File: config.mk
export PLATFORM = sky130hd
export DESIGN_NAME = mux_rr_arbiter
export DESIGN_NICKNAME = d
export VERILOG_FILES = /design/src/rtl/mux_arb_pkg.sv /design/src/rtl/rr_pick4.sv /design/src/rtl/mux_rr_arbiter.sv
export SDC_FILE = /design/constraint.sdc
export NUM_CORES = 1
export LEC_CHECK = 0
export ABC_AREA = 1
export BUFFER_PORTS_ARGS = -buffer_cell sky130_fd_sc_hd__buf_2
export CAP_MARGIN = 10
export CORE_MARGIN = 5
export CORE_UTILIZATION = 37
export DETAILED_ROUTE_END_ITERATION = 12
export MAX_ROUTING_LAYER = met4
export PLACE_DENSITY = 0.61
export SKIP_LAST_GASP = 1
export SLEW_MARGIN = 20
export SYNTH_ARGS = -nofsm -noshare
export SYNTH_HDL_FRONTEND = slang
export SYNTH_SLANG_ARGS = --single-unit
File: constraint.sdc
create_clock -name clk -period 3.15 [get_ports clk]
set_clock_uncertainty 0.05 [all_clocks]
set_input_delay 0.1575 -clock clk [delete_from_list [all_inputs] [get_ports clk]]
set_output_delay 0.1575 -clock clk [all_outputs]
set_load 0.01 [all_outputs]
File: src/rtl/mux_arb_pkg.sv
// Shared definitions for the round-robin mux arbiter.
//   arb_state_t : arbiter FSM states (idle / grant held)
//   ARB_NREQ    : number of requesters sharing the multiplexer
//   ARB_SEL_W   : width of the multiplexer selector / requester index
package mux_arb_pkg;

    localparam int ARB_NREQ  = 4;
    localparam int ARB_SEL_W = 2;

    typedef enum logic {
        ARB_IDLE,
        ARB_GRANT
    } arb_state_t;

endpackage

File: src/rtl/rr_pick4.sv
// Combinational round-robin picker for four requesters.
// Ports:
//   req [3:0] : request vector
//   ptr [1:0] : index holding highest priority
//   any       : at least one request is set
//   idx [1:0] : first set request found scanning ptr, ptr+1, ptr+2, ptr+3 (mod 4)
module rr_pick4
    import mux_arb_pkg::*;
(
    input  logic [ARB_NREQ-1:0]  req,
    input  logic [ARB_SEL_W-1:0] ptr,
    output logic                 any,
    output logic [ARB_SEL_W-1:0] idx
);

    logic [ARB_NREQ-1:0]  rot;
    logic [ARB_SEL_W-1:0] off;
    logic                 hit;

    always_comb begin
        rot = '0;
        off = '0;
        hit = 1'b0;
        // rot[0] is the requester at ptr; the 2-bit index sum wraps mod 4
        for (int unsigned i = 0; i < ARB_NREQ; i++) begin
            rot[i] = req[ARB_SEL_W'(i) + ptr];
        end
        for (int unsigned i = 0; i < ARB_NREQ; i++) begin
            if (rot[i] && !hit) begin
                off = ARB_SEL_W'(i);
                hit = 1'b1;
            end
        end
        any = |req;
        idx = off + ptr;
    end

endmodule

File: src/rtl/mux_rr_arbiter.sv
// Round-robin arbiter owning the selector of a shared 4-input multiplexer.
// One requester is granted at a time; the grant is held until done, the
// owner drops its request, or TIMEOUT consecutive grant cycles elapse.
// Parameters:
//   TIMEOUT : maximum grant length in cycles (2..256)
//   CNT_W   : hold counter width, derived from TIMEOUT
// Ports:
//   clk      : rising-edge clock
//   reset    : asynchronous active-low reset
//   req      : per-requester request, held until served
//   done     : one-cycle completion pulse from the shared resource
//   grant    : one-hot grant, zero when idle
//   selector : multiplexer select, index of current or last owner
//   valid    : grant active (|grant)
//   timeout  : one-cycle pulse after a forced release at the hold limit
module mux_rr_arbiter
    import mux_arb_pkg::*;
#(
    parameter int TIMEOUT = 16,
    parameter int CNT_W   = $clog2(TIMEOUT)
) (
    input  logic                 clk,
    input  logic                 reset,
    input  logic [ARB_NREQ-1:0]  req,
    input  logic                 done,
    output logic [ARB_NREQ-1:0]  grant,
    output logic [ARB_SEL_W-1:0] selector,
    output logic                 valid,
    output logic                 timeout
);

    localparam logic [CNT_W-1:0] CNT_MAX = CNT_W'(TIMEOUT - 1);

    arb_state_t           state, state_n;
    logic [ARB_SEL_W-1:0] ptr, ptr_n;
    logic [ARB_SEL_W-1:0] owner, owner_n;
    logic [CNT_W-1:0]     cnt, cnt_n;
    logic [ARB_NREQ-1:0]  grant_n;
    logic [ARB_SEL_W-1:0] selector_n;
    logic                 valid_n;
    logic                 timeout_n;

    logic                 pick_any;
    logic [ARB_SEL_W-1:0] pick_idx;
    logic                 at_limit;
    logic                 release_now;

    rr_pick4 u_pick (
        .req (req),
        .ptr (ptr),
        .any (pick_any),
        .idx (pick_idx)
    );

    always_comb begin
        state_n     = state;
        ptr_n       = ptr;
        owner_n     = owner;
        cnt_n       = cnt;
        grant_n     = grant;
        selector_n  = selector;
        valid_n     = valid;
        timeout_n   = 1'b0;
        at_limit    = (cnt == CNT_MAX);
        release_now = 1'b0;

        case (state)
            ARB_IDLE: begin
                if (pick_any) begin
                    owner_n    = pick_idx;
                    grant_n    = ARB_NREQ'(1) << pick_idx;
                    selector_n = pick_idx;
                    valid_n    = 1'b1;
                    cnt_n      = '0;
                    state_n    = ARB_GRANT;
                end
            end
            ARB_GRANT: begin
                release_now = done || !req[owner] || at_limit;
                if (release_now) begin
                    state_n   = ARB_IDLE;
                    grant_n   = '0;
                    valid_n   = 1'b0;
                    ptr_n     = owner + 1'b1;
                    // only a release caused solely by the hold limit is a timeout
                    timeout_n = at_limit && !done && req[owner];
                end else begin
                    cnt_n = cnt + 1'b1;
                end
            end
            default: state_n = ARB_IDLE;
        endcase
    end

    always_ff @(posedge clk or negedge reset) begin
        if (!reset) begin
            state    <= ARB_IDLE;
            ptr      <= '0;
            owner    <= '0;
            cnt      <= '0;
            grant    <= '0;
            selector <= '0;
            valid    <= 1'b0;
            timeout  <= 1'b0;
        end else begin
            state    <= state_n;
            ptr      <= ptr_n;
            owner    <= owner_n;
            cnt      <= cnt_n;
            grant    <= grant_n;
            selector <= selector_n;
            valid    <= valid_n;
            timeout  <= timeout_n;
        end
    end

endmodule
==> results of run 1 <==
-- per-stage QoR --
step | hold WS (ns) | instances | cell area [um^2] | setup slack (ns)
2_1_floorplan | -0.188 | 128 | 987 | 1.36
3_3_place_gp | 0.0314 | 169 | 1060 | 1.12
3_5_place_dp | 0.0336 | 169 | 1060 | 1.04
4_1_cts | 0.138 | 174 | 1100 | 1.01
5_1_grt | 0.182 | 174 | 1100 | 0.807
6_report | 0.135 | 174 | 1100 | 1.00
-- worst max-delay path: stages, from the launching register on --
cell	delay, ns
dfrtp_1	0.66
nand2_1	0.17
nand3_1	0.12
nand2_1	0.09
a31oi_1	0.14
nor2_1	0.06
ha_1	0.18
xor2_1	0.22
inv_1	0.08
nand3_2	0.10
nand2_2	0.07
nand2_1	0.06
nand2_1	0.05
-- logic make-up (layout without fill, tap and decap cells) --
family                   Yosys count  count (layout)  synth area share (%)
AND/OR/NAND/NOR                   81              81                  40.8
flip-flops                        15              15                  38.0
buffers and inverters             15              31                  8.74
AO/OA/AOI/OAI                     11              11                  6.34
XOR/XNOR                           4               4                  3.55
adder cells (fa/ha/maj)            2               2                  2.53
-- cells in the final DEF, fill, tap and decap left out --
| cell type | instances |
|---|---|
| nand2_1 | 40 |
| inv_2 | 2 |
| nand3_2 | 1 |
| o21ai_0 | 6 |
| a31oi_1 | 1 |
| clkbuf_1 | 1 |
| a31o_2 | 1 |
| inv_8 | 1 |
| nor2_4 | 1 |
| nand2_2 | 16 |
| buf_2 | 14 |
| dlygate4sd3_1 | 1 |
| ha_1 | 2 |
| nand2_4 | 1 |
| xnor2_1 | 2 |
| a21oi_1 | 2 |
| dfrtp_1 | 15 |
| nand4_4 | 1 |
| o211ai_1 | 1 |
| xor2_1 | 2 |
| nand3_1 | 16 |
| nor2_1 | 5 |
| clkbuf_4 | 3 |
| inv_1 | 9 |
-- metal layers --
layer  vias up  global-route usage, %  routed length [um]
met3         5                   2.52                  77
met1       387                   18.1                1040
met5         -                      -                   0
met4         0                   4.55                  34
li1        442                      -                   -
met2        13                   21.7                 941
-- final cells by class --
type | instances | share of cell area [%]
multi-input cells | 98 | 47.9
flip-flops and latches | 15 | 34.2
well taps | 30 | 3.42
clock buffers | 4 | 2.39
inverters | 12 | 4.79
repair buffers | 15 | 7.30
-- power by group --
part	switching (W)	internal, W	total (W)
sequential	0.0000988	0.000261	0.000360
combinational	0.000408	0.000242	0.000650
clock	0.0000679	0.0000493	0.000117
total	0.000575	0.000553	0.00113
-- registers in the layout, indices dropped and copies added, names as in the netlist --
name	cells
ptr	2
cnt	4
grant	4
owner	2
state	1
timeout	1
valid	1
-- timing repair --
| item | in CTS | in global routing |
|---|---|---|
| hold buffers | 1 | 0 |
| gates resized for setup | 0 | 0 |
| hold endpoints to repair | 15 | 0 |
| buffers inserted | 0 | 0 |
-- worst min-delay path by stage --
stage | from | to | slack (ns)
final | done | timeout | 0.13
after global routing | done | timeout | 0.18
after CTS | done | timeout | 0.14
after detailed placement | reset | cnt[3] | 0.03
after global placement | reset | cnt[1] | 0.03
after floorplan | reset | cnt[0] | -0.19
==> out/summary.md, run 1 <==
The total overflow left after global routing is 0. The overall routing resource usage was 13.9%; the number of synthesized flops with an enable pin was 0. The instance count along the most critical hold path is 4.

The worst-path maximum fanout works out to 11. The largest vdd supply drop is 0.478 mV. The number of port buffers works out to 14. The final critical delay including setup and external delays is 2.15 ns.

After synthesis the cells add up to 987 um^2. The number of max-slew violations in the final report is 0, and the wire length of the first global-routing pass is 3.86 mm. In the final design database the tool counted 154 nets. For the pin with the worst max-slew slack, the measured transition is 0.487 ns.

Synthesis handed over a netlist of 128 instances. In the synthesized netlist the dominant register cell turns out to be dfrtp_1. The die boundary height works out to 61.7 um. The share of the cycle needed by the critical path after routing was 68.2%.

The tools report the endpoint class of the critical path as a register. Starting density of the core: 39.1%. The final-layout fill cell count is 268, and the number of antenna violations at the first check in global routing is 0. For the number of H-tree levels, the log shows 1.

The capture point of the worst reg-to-reg path was grant[3]. The critical path is of the register to register type. Timing would allow up to 466 MHz.

For the worst setup path, the data arrival time is 2.29 ns. For the flop-to-flop setup slack, the log shows 1.00 ns. In this run the standard cell core region covers 0.00252 mm^2. For the via count of the first global-routing pass, the log shows 888. Yosys attributes the largest share of cell area to dfrtp_1 (38%), nand2_1 (15%), nand2_2 (10%), nand3_1 (8.1%), inv_1 (3.4%). Summing over every cut layer, the via total after detailed routing is 847.

The floorplan die width is 61.7 um, and the number of antenna repair diodes is 0. Cell type contributing the most total cell area after synthesis: dfrtp_1. Clock-pin slew was measured on the worst setup and hold paths at 0.09 ns. The run gives 0 as the number of nets still failing antenna checks after routing.

The tools report the violation count after the first detailed-routing iteration as 30. TritonCTS built the clock tree. Adding up every negative setup slack in the final design gives 0 ns. The logs give 0 for the number of failing setup endpoints in the final timing report and 0 for the number of maximum-capacitance violations. After floorplanning, the core was divided into 18 placement rows. In this run the tightest slew margin relative to its limit is 67.6%.

For this run, the share of the core covered by cells in the final layout is 43.5%. In the final layout, the multi-input gates occupy 526 um^2. For the post-synth net total, the log shows 137. The critical path data required time is 3.29 ns. For the worst-skew pair, the clock arrives at the later sink with an insertion delay of 0.29 ns.

The mean post-synth cell area came out at 7.71 um^2. Entering global routing, the biggest net connects 16 pins. Dividing the detail-routed wire length by the instance count gives 12.0 um. The total clock sinks came out at 15. The tools report the routed wire length as 2.09 mm. The die covers 0.00380 mm^2.

In this run the worst hold path is classified as primary input to register. Synthesis inferred 15 register bits. Power spread over the standard cell area amounts to 1030 mW/mm^2. Setup repair after global routing left no endpoint under its margin. Yosys mapped the design onto 21 distinct sky130hd cell types. The design draws 0.00113 W.

For this run, the register share of the synthesized area comes to 38.0%. Launching element of the worst setup path: ptr[0]. Clock tree synthesis selected as its root buffer the cell clkbuf_4. The number of clock buffers added by TritonCTS is 3.

The per-cell via count in the routed design came out at 4.87. The tools report the element type at the critical path start as a register. The worst-case clock buffer depth is 2. The count of warnings emitted by yosys was 0.

Detailed placement ended at an HPWL of 1.60 mm. The area occupied by registers is 375 um^2, and the count of endpoints failing hold in the final timing report is 0. The flow ran to the end, and the final reports show no timing, DRC or antenna violations.

Leakage dissipation: 0.594 nW. Of the cells placed in the final design, the portion with a size suffix greater than 1 is 28.5%. The area growth from synthesis to layout is 11.2%. Following the worst setup path forward leads to its endpoint at grant[3]. By count the netlist is led by nand2_1 (40), nand2_2 (16), nand3_1 (16), dfrtp_1 (15), inv_1 (9). After synthesis, the largest area contributor takes up 38.0% of total cell area. For this run, design rule violations remaining after detail routing come to 0.

The first detailed-routing pass took 4 iterations. During I/O placement, the number of pins put on the boundary was 15. The start of the worst register-to-register path was ptr[0]. In the synthesized netlist the async set-or-reset flop fraction comes to 100%. The most common cell in the netlist is nand2_1.

The tools report the routability-driven placement congestion ratio as 0.827. The number of cells on the worst reg-to-reg path works out to 12.
No activity file was read; power rests on OpenSTA's default activity.
==> run 2: changes to the inputs <==
- clock period: 3.15 -> 2.2 ns (I/O delays scaled with it)
==> run 2 against run 1 <==
  * Non-clock buffer count did not move
  * Worst setup slack worse by 0.79 ns
  * Global-route usage is 0.61 points lower
  * Core utilization rose by 0.099 points
  * Die area unchanged
  * Critical path depth up 2
  * Combinational power rose by 45%
  * Sequential share of layout area up 0.15 points
  * Critical path type unchanged
  * Critical endpoint unchanged
  * Largest power group unchanged
==> out/summary.md, run 2 (synthesized netlist as in run 1, its figures left out) <==
The run finished with clean final reports. The placed instances occupy a cell area of 0.00106 mm^2. By startpoint and endpoint, the worst setup path is classified as register to register.

The routed design uses 1.01 mm of met2 wire. The number of nets still failing antenna checks after routing came out at 0. In this run the post-CTS setup repair buffer count came out at 0. In this run the worst hold path is classified as primary input to register. The initial utilization of the core area, before any placement, comes to 39.1%. The run gives 0 as the total DRC errors in the routed layout. The synthesis-to-layout area growth was 11.4%; the data arrival at the endpoint of the critical path was 2.11 ns. The routed wire length came out at 2.04 mm. Once layout is done, the placed cells without fillers occupy 0.00110 mm^2. Of the available clock period, the critical path in the final layout requires 90.2%. The finished layout holds 174 standard cells, fillers aside. On the final layout, the worst hold slack is 0.0976 ns. The number of nets in the finished design came out at 154. The total clock sinks was 15. The worst-path maximum fanout works out to 11.

Endpoint class of the critical path: a register. In the final routed layout, each cell accounts on average for 11.7 um. The tools report the insertion delay to the later sink of the worst-skew pair as 0.28 ns.

The final critical delay including setup and external delays is 1.99 ns, and the aggregate negative setup slack is 0 ns. The worst register-to-register path begins at ptr[0]. For the worst setup path, the data required time is 2.32 ns. The most critical setup path has its startpoint at ptr[0]. The via count of the first global-routing pass came out at 890. Of the cells placed in the final design, the portion with a size suffix greater than 1 is 29.9%. The routed length on met1 is 952 um, and the worst-margin pin slew is 0.349 ns. The number of failing setup endpoints in the final timing report is 0.

For this design the ratio of total power to cell area is 1470 mW/mm^2. TritonCTS built the clock tree. The die is 61.7 um tall. The detailed router finished its first iteration with 22 violations.

The logs give 0 for the number of max-slew violations in the final report and 169 for the cell total after placement. The number of search-and-repair iterations in the first detailed-routing pass came out at 4. Measured along the x axis, the die boundary spans 61.7 um.

The repair_antennas step left the layout with diodes totalling 0. The per-cell via count in the routed design came out at 5.07. The final route contains 882 vias.

The core region is 0.00252 mm^2. Clock-pin slew was measured on the worst setup and hold paths at 0.09 ns. The logs give 3 for the CTS buffer count and 3.76 mm for the wire length of the first global-routing pass. The run gives 16 as the maximum number of pins on one net before global-route repair.

The largest registers in the layout are cnt (4), grant (4). The overall routing resource usage was 13.3%. In the layout the commonest cells are nand2_1 (40), nand2_2 (16), nand3_1 (16). The launch point of the worst hold path is done.

In the detailed route, the total length drawn on met3 is 65 um. The die covers 0.00380 mm^2. Total congestion overflow after global routing: 0. The highest clock rate came out at 504 MHz. The count of endpoints failing hold in the final timing report is 0. The congestion estimate from routability-driven global placement came to 0.828. The placed wire-length estimate after detailed placement is 1.61 mm.

The highest routed metal layer is met4. The analysis attributes to cell leakage a power of 0.591 nW. The largest vdd supply drop is 0.790 mV. Leaving out fill and tap cells, the most frequent cell in the layout is nand2_1. The tools report the number of H-tree levels as 1.

The run gives 76.7% as the relative slew slack. For this design the top-level I/O count stands at 15. The number of port buffers was 14. The clock passes through at most 2 buffers. The run gives 0 as the number of antenna violations at the first check in global routing. The total power draw is 0.00161 W.

Setup repair after global routing left no endpoint under its margin. The tree is rooted in a clkbuf_4. After floorplanning, the core was divided into 18 placement rows. Max-cap violations in this run came to 0. The worst setup path is launched from a register.
-- run 2: cell type report --
cell class | instances | area, um^2
Clock buffer | 4 | 26.3
Fill cell | 271 | 1420
Inverter | 12 | 52.6
Multi-Input combinational cell | 98 | 526
Sequential cell | 15 | 378
Tap cell | 30 | 37.5
Timing Repair Buffer | 15 | 80.1
-- run 2: worst max-delay path, cell delays in order (launching register included) --
cell,delay (ns)
dfrtp_2,0.53
inv_8,0.08
nand2_1,0.06
nand2_1,0.05
nand2_1,0.07
nand2_2,0.08
a31oi_1,0.15
nor2_1,0.06
ha_1,0.19
xor2_1,0.21
inv_1,0.08
nand3_2,0.10
nand2_2,0.07
nand2_1,0.06
nand2_1,0.05
-- run 2: per-layer routing --
layer / GRT usage (%) / vias to the layer above
li1: - / 442
met1: 17.0 / 426
met2: 21.8 / 12
met3: 1.89 / 2
met4: 3.64 / 0
met5: - / -
-- run 2: through the flow --
step | util, % | worst slack (ns)
2_1_floorplan | - | 0.413
6_report | 43.6 | 0.215
3_5_place_dp | 42.1 | 0.112
3_3_place_gp | 42.1 | 0.175
5_1_grt | 43.6 | 0.0238
4_1_cts | 43.5 | 0.0747
-- run 2: report_power, final --
group / total (W) / switching (W) / internal [W]
clock: 0.000154 / 0.0000841 / 0.0000703
combinational: 0.000940 / 0.000593 / 0.000347
sequential: 0.000518 / 0.000140 / 0.000378
-- run 2: final timing paths --
kind                            end  slack [ns]  cells past startpoint
max                        grant[3]        0.21                     14
min                         timeout         0.1                      4
max reg2reg                grant[3]        0.21                     14
min reg2reg                   valid        0.43                      2
max in group asynchronous    ptr[1]        1.61                      2
min in group asynchronous    cnt[1]        0.21                      2
-- run 2: repair_timing --
item | CTS | global route
resized for setup | 0 | 2
hold endpoints to repair | 15 | 0
hold buffers | 1 | 0
endpoints found under the setup margin | 0 | 5
==> run 3: changes to the inputs <==
- ABC_AREA: 1 -> default
- CORE_UTILIZATION: 37 -> 55
- PLACE_DENSITY: 0.61 -> 0.82
- SKIP_CTS_REPAIR_TIMING: default -> 1
==> run 3 against run 2 <==
  * Cell area up 7.2%
  * Core utilization up 24 points
  * Count of clock-buffer cells in the layout unchanged
  * Worst setup slack worse by 0.13 ns
  * Sequential cell count unchanged
  * Combinational power about the same
  * Critical endpoint is now grant[1]
  * Total power up 0.30%
  * Critical path depth down 5
  * Via count up 1.1%
  * Non-clock buffer count up 1
  * Hold slack better by 0.0095 ns
==> out/summary.md, run 3 <==
The post-synth net total was 119. The worst min-delay path class was primary input to register. The wire length of the first global-routing pass is 3.75 mm. The element type at the critical path start was a register. The run gives 0.00162 W as the total power draw.

The via count of the first global-routing pass came out at 809. For this run, design rule violations remaining after detail routing come to 0. TritonCTS built the clock tree. The run gives 0.28 ns as the insertion delay to the later sink of the worst-skew pair.

The data arrival at the endpoint of the critical path is 2.29 ns, and the number of port buffers is 14. The number of maximum-capacitance violations came out at 0. For this block, the initial DRC count from the detailed router was 36. The logs give 37.1% for the part of the Yosys area used for sequential elements and 0.00118 mm^2 for the summed area of non-filler cells in the final layout. The worst pin sits at a relative slew slack of 53.5%. The number of synthesized flops with an enable pin was 0. The analysis attributes to cell leakage a power of 0.504 nW. dfrtp_1 takes more of the synthesized area than any other cell. The final critical delay including setup and external delays came out at 2.11 ns. For the synthesized instance count, the log shows 110. The placed wire-length estimate after detailed placement is 1.51 mm, and the worst-margin pin slew is 0.692 ns.

The tools report the post-synthesis instance area as 0.00101 mm^2. In this run the vertical extent of the chip is 52.9 um. The overall routing resource usage is 18.4%. The commonest cells after synthesis are dfrtp_1 (15), nand2_1 (15), nand3_1 (11), o21ai_0 (8), inv_1 (6). No sink is reached through more buffers than the 2 on the longest clock path. The number of placed instances, taps included, is 143. Data on the critical path is required at its endpoint by 2.37 ns. The floorplan step defined a die boundary enclosing 0.00280 mm^2. In the layout the commonest cells are nand2_1 (15), buf_2 (14), dfrtp_1 (13). The number of max-slew violations in the final report is 0, and the routability-driven placement congestion ratio is 0.844. The count of cells in the finished layout, fillers not included, comes to 148. The setup path with the least slack is of type register to register. For this run, the share of the core covered by cells in the final layout is 67.5%. Among all flip-flop cells after synthesis, the most frequent one is dfrtp_1. The run gives 0 as the count of endpoints failing hold in the final timing report. The number of search-and-repair iterations in the first detailed-routing pass was 4. The share of the cycle needed by the critical path after routing is 96.1%. Compared with the post-synthesis result, the final layout area differs by 16.4%. After synthesis, the share of flip-flops with an asynchronous set or reset is 100%. In the post-synthesis netlist, the biggest area contributors are dfrtp_1 (37%), nand2_1 (5.6%), nand3_1 (5.4%), buf_6 (4.4%), nand3_2 (4.0%). Summing all placed instances gives a cell area of 0.00106 mm^2. Clock tree synthesis inserted a total of 3 buffers.

The overall via count from detail_route is 892, and the starting density of the core is 58.0%. Endpoint class of the critical path: a register. Number of antenna repair diodes: 0.

The library cell used most frequently in the layout, excluding fill and tap cells, is nand2_1. The number of nets still failing antenna checks after routing was 0; the per-cell via count in the routed design was 6.03. The final routed wire length divided by cell count came out at 15.8 um.

The flow ran to the end, and the final reports show no timing, DRC or antenna violations. The largest registers in the layout are cnt (4), grant (4). Yosys mapped the design onto 40 distinct sky130hd cell types. The run gives 0 as the total congestion overflow after global routing. The run gives 15 as the total clock sinks.

From left edge to right edge, the die measures 52.9 um. In this run the clock root is driven by a clkbuf_4. The run gives 1 as the number of H-tree levels. Number of top-level design ports: 15.

Setup repair after global routing could not meet its margin everywhere. Mean post-synth cell area: 9.20 um^2. The worst-path maximum fanout came out at 6. The maximum number of pins on one net before global-route repair is 16.

The register clock-pin slew on the reported worst setup and hold paths came out at 0.09 ns. In this run the power density over the cells is 1370 mW/mm^2. Row generation in the floorplan step produced 15 rows. The tools report the number of antenna violations at the first check in global routing as 0.

The proportion of layout cells with a drive suffix above 1 is 33.3%. The core footprint is 0.00175 mm^2. For this run, the top clock speed supported by timing is 473 MHz. The run gives 0.939 mV as the largest vdd supply drop. Setup violations remaining at the end of the flow were counted as 0.

The final layout contains 133 nets. The area fraction of the dominant cell type after synthesis came out at 37.1%. Synthesis inferred 15 register bits. After detailed routing, the total wire length is 2.34 mm. The tools report the count of warnings emitted by yosys as 0.
-- run 3: cell types whose count changed after synthesis, sizes merged, moves of 2 or more --
| cell | change |
|---|---|
| nor4 | +5 |
| or2 | +2 |
| mux2i | +3 |
| nor2 | -3 |
| nand2 | -41 |
| nand3 | -2 |
| inv | -6 |
| nor3 | +4 |
| o21ai | +5 |
| buf | +3 |
-- run 3: worst max-delay path, stage by stage (launching register included) --
cell,delay [ns]
dfrtp_2,0.44
nand3b_1,0.09
o311ai_0,0.13
o21ai_0,0.11
o221ai_1,0.15
ha_2,0.43
inv_2,0.10
nor4_4,0.31
o21ai_0,0.14
nand3_1,0.10
-- run 3: cells by family after synthesis --
kind of cell	share of synthesized area, %
xor+xnor	2.60
fa+ha+maj	2.47
mux	6.30
simple gates	29.0
buf+inv	8.03
compound gates	14.5
flops	37.1
-- run 3: cell type report --
cell class	instances	area [um^2]
multi-input cells	82	633
fillers	136	567
flip-flops and latches	15	378
repair buffers	16	87.6
well taps	25	31.3
clock buffers	4	26.3
inverters	6	22.5
-- run 3: stage by stage --
stage	worst slack, ns	hold slack [ns]	setup TNS, ns
after floorplan	0.241	-0.236	0
after global placement	0.237	-0.0190	0
after detailed placement	0.148	-0.0137	0
after CTS	0.112	-0.329	0
after global routing	-0.0462	0.147	-0.0868
final	0.0860	0.107	0
-- run 3: routing by layer --
| layer | vias up | share of wire [%] | track usage [%] |
|---|---|---|---|
| li1 | 425 | - | - |
| met1 | 418 | 45 | 25.4 |
| met2 | 45 | 46 | 26.9 |
| met3 | 4 | 7.1 | 5.35 |
| met4 | 0 | 1.2 | 3.83 |
| met5 | - | 0 | - |
-- run 3: report_power, final --
part | switching, W | leakage (nW) | internal (W)
logic | 0.000556 | 0.299 | 0.000384
clock network | 0.0000885 | 0.0150 | 0.0000705
registers | 0.000144 | 0.191 | 0.000374
total | 0.000789 | 0.504 | 0.000829
-- run 3: path summary, 6_finish.rpt --
path                       startpoint  endpoint  slack, ns  cells after the start
min in group asynchronous       reset    ptr[0]       0.20                      2
hold / removal                   done   timeout       0.11                      4
setup reg to reg               ptr[0]  grant[1]       0.09                      9
setup / recovery               ptr[0]  grant[1]       0.09                      9
max in group asynchronous       reset    ptr[1]       1.63                      2
hold reg to reg                 valid     valid       0.43                      2
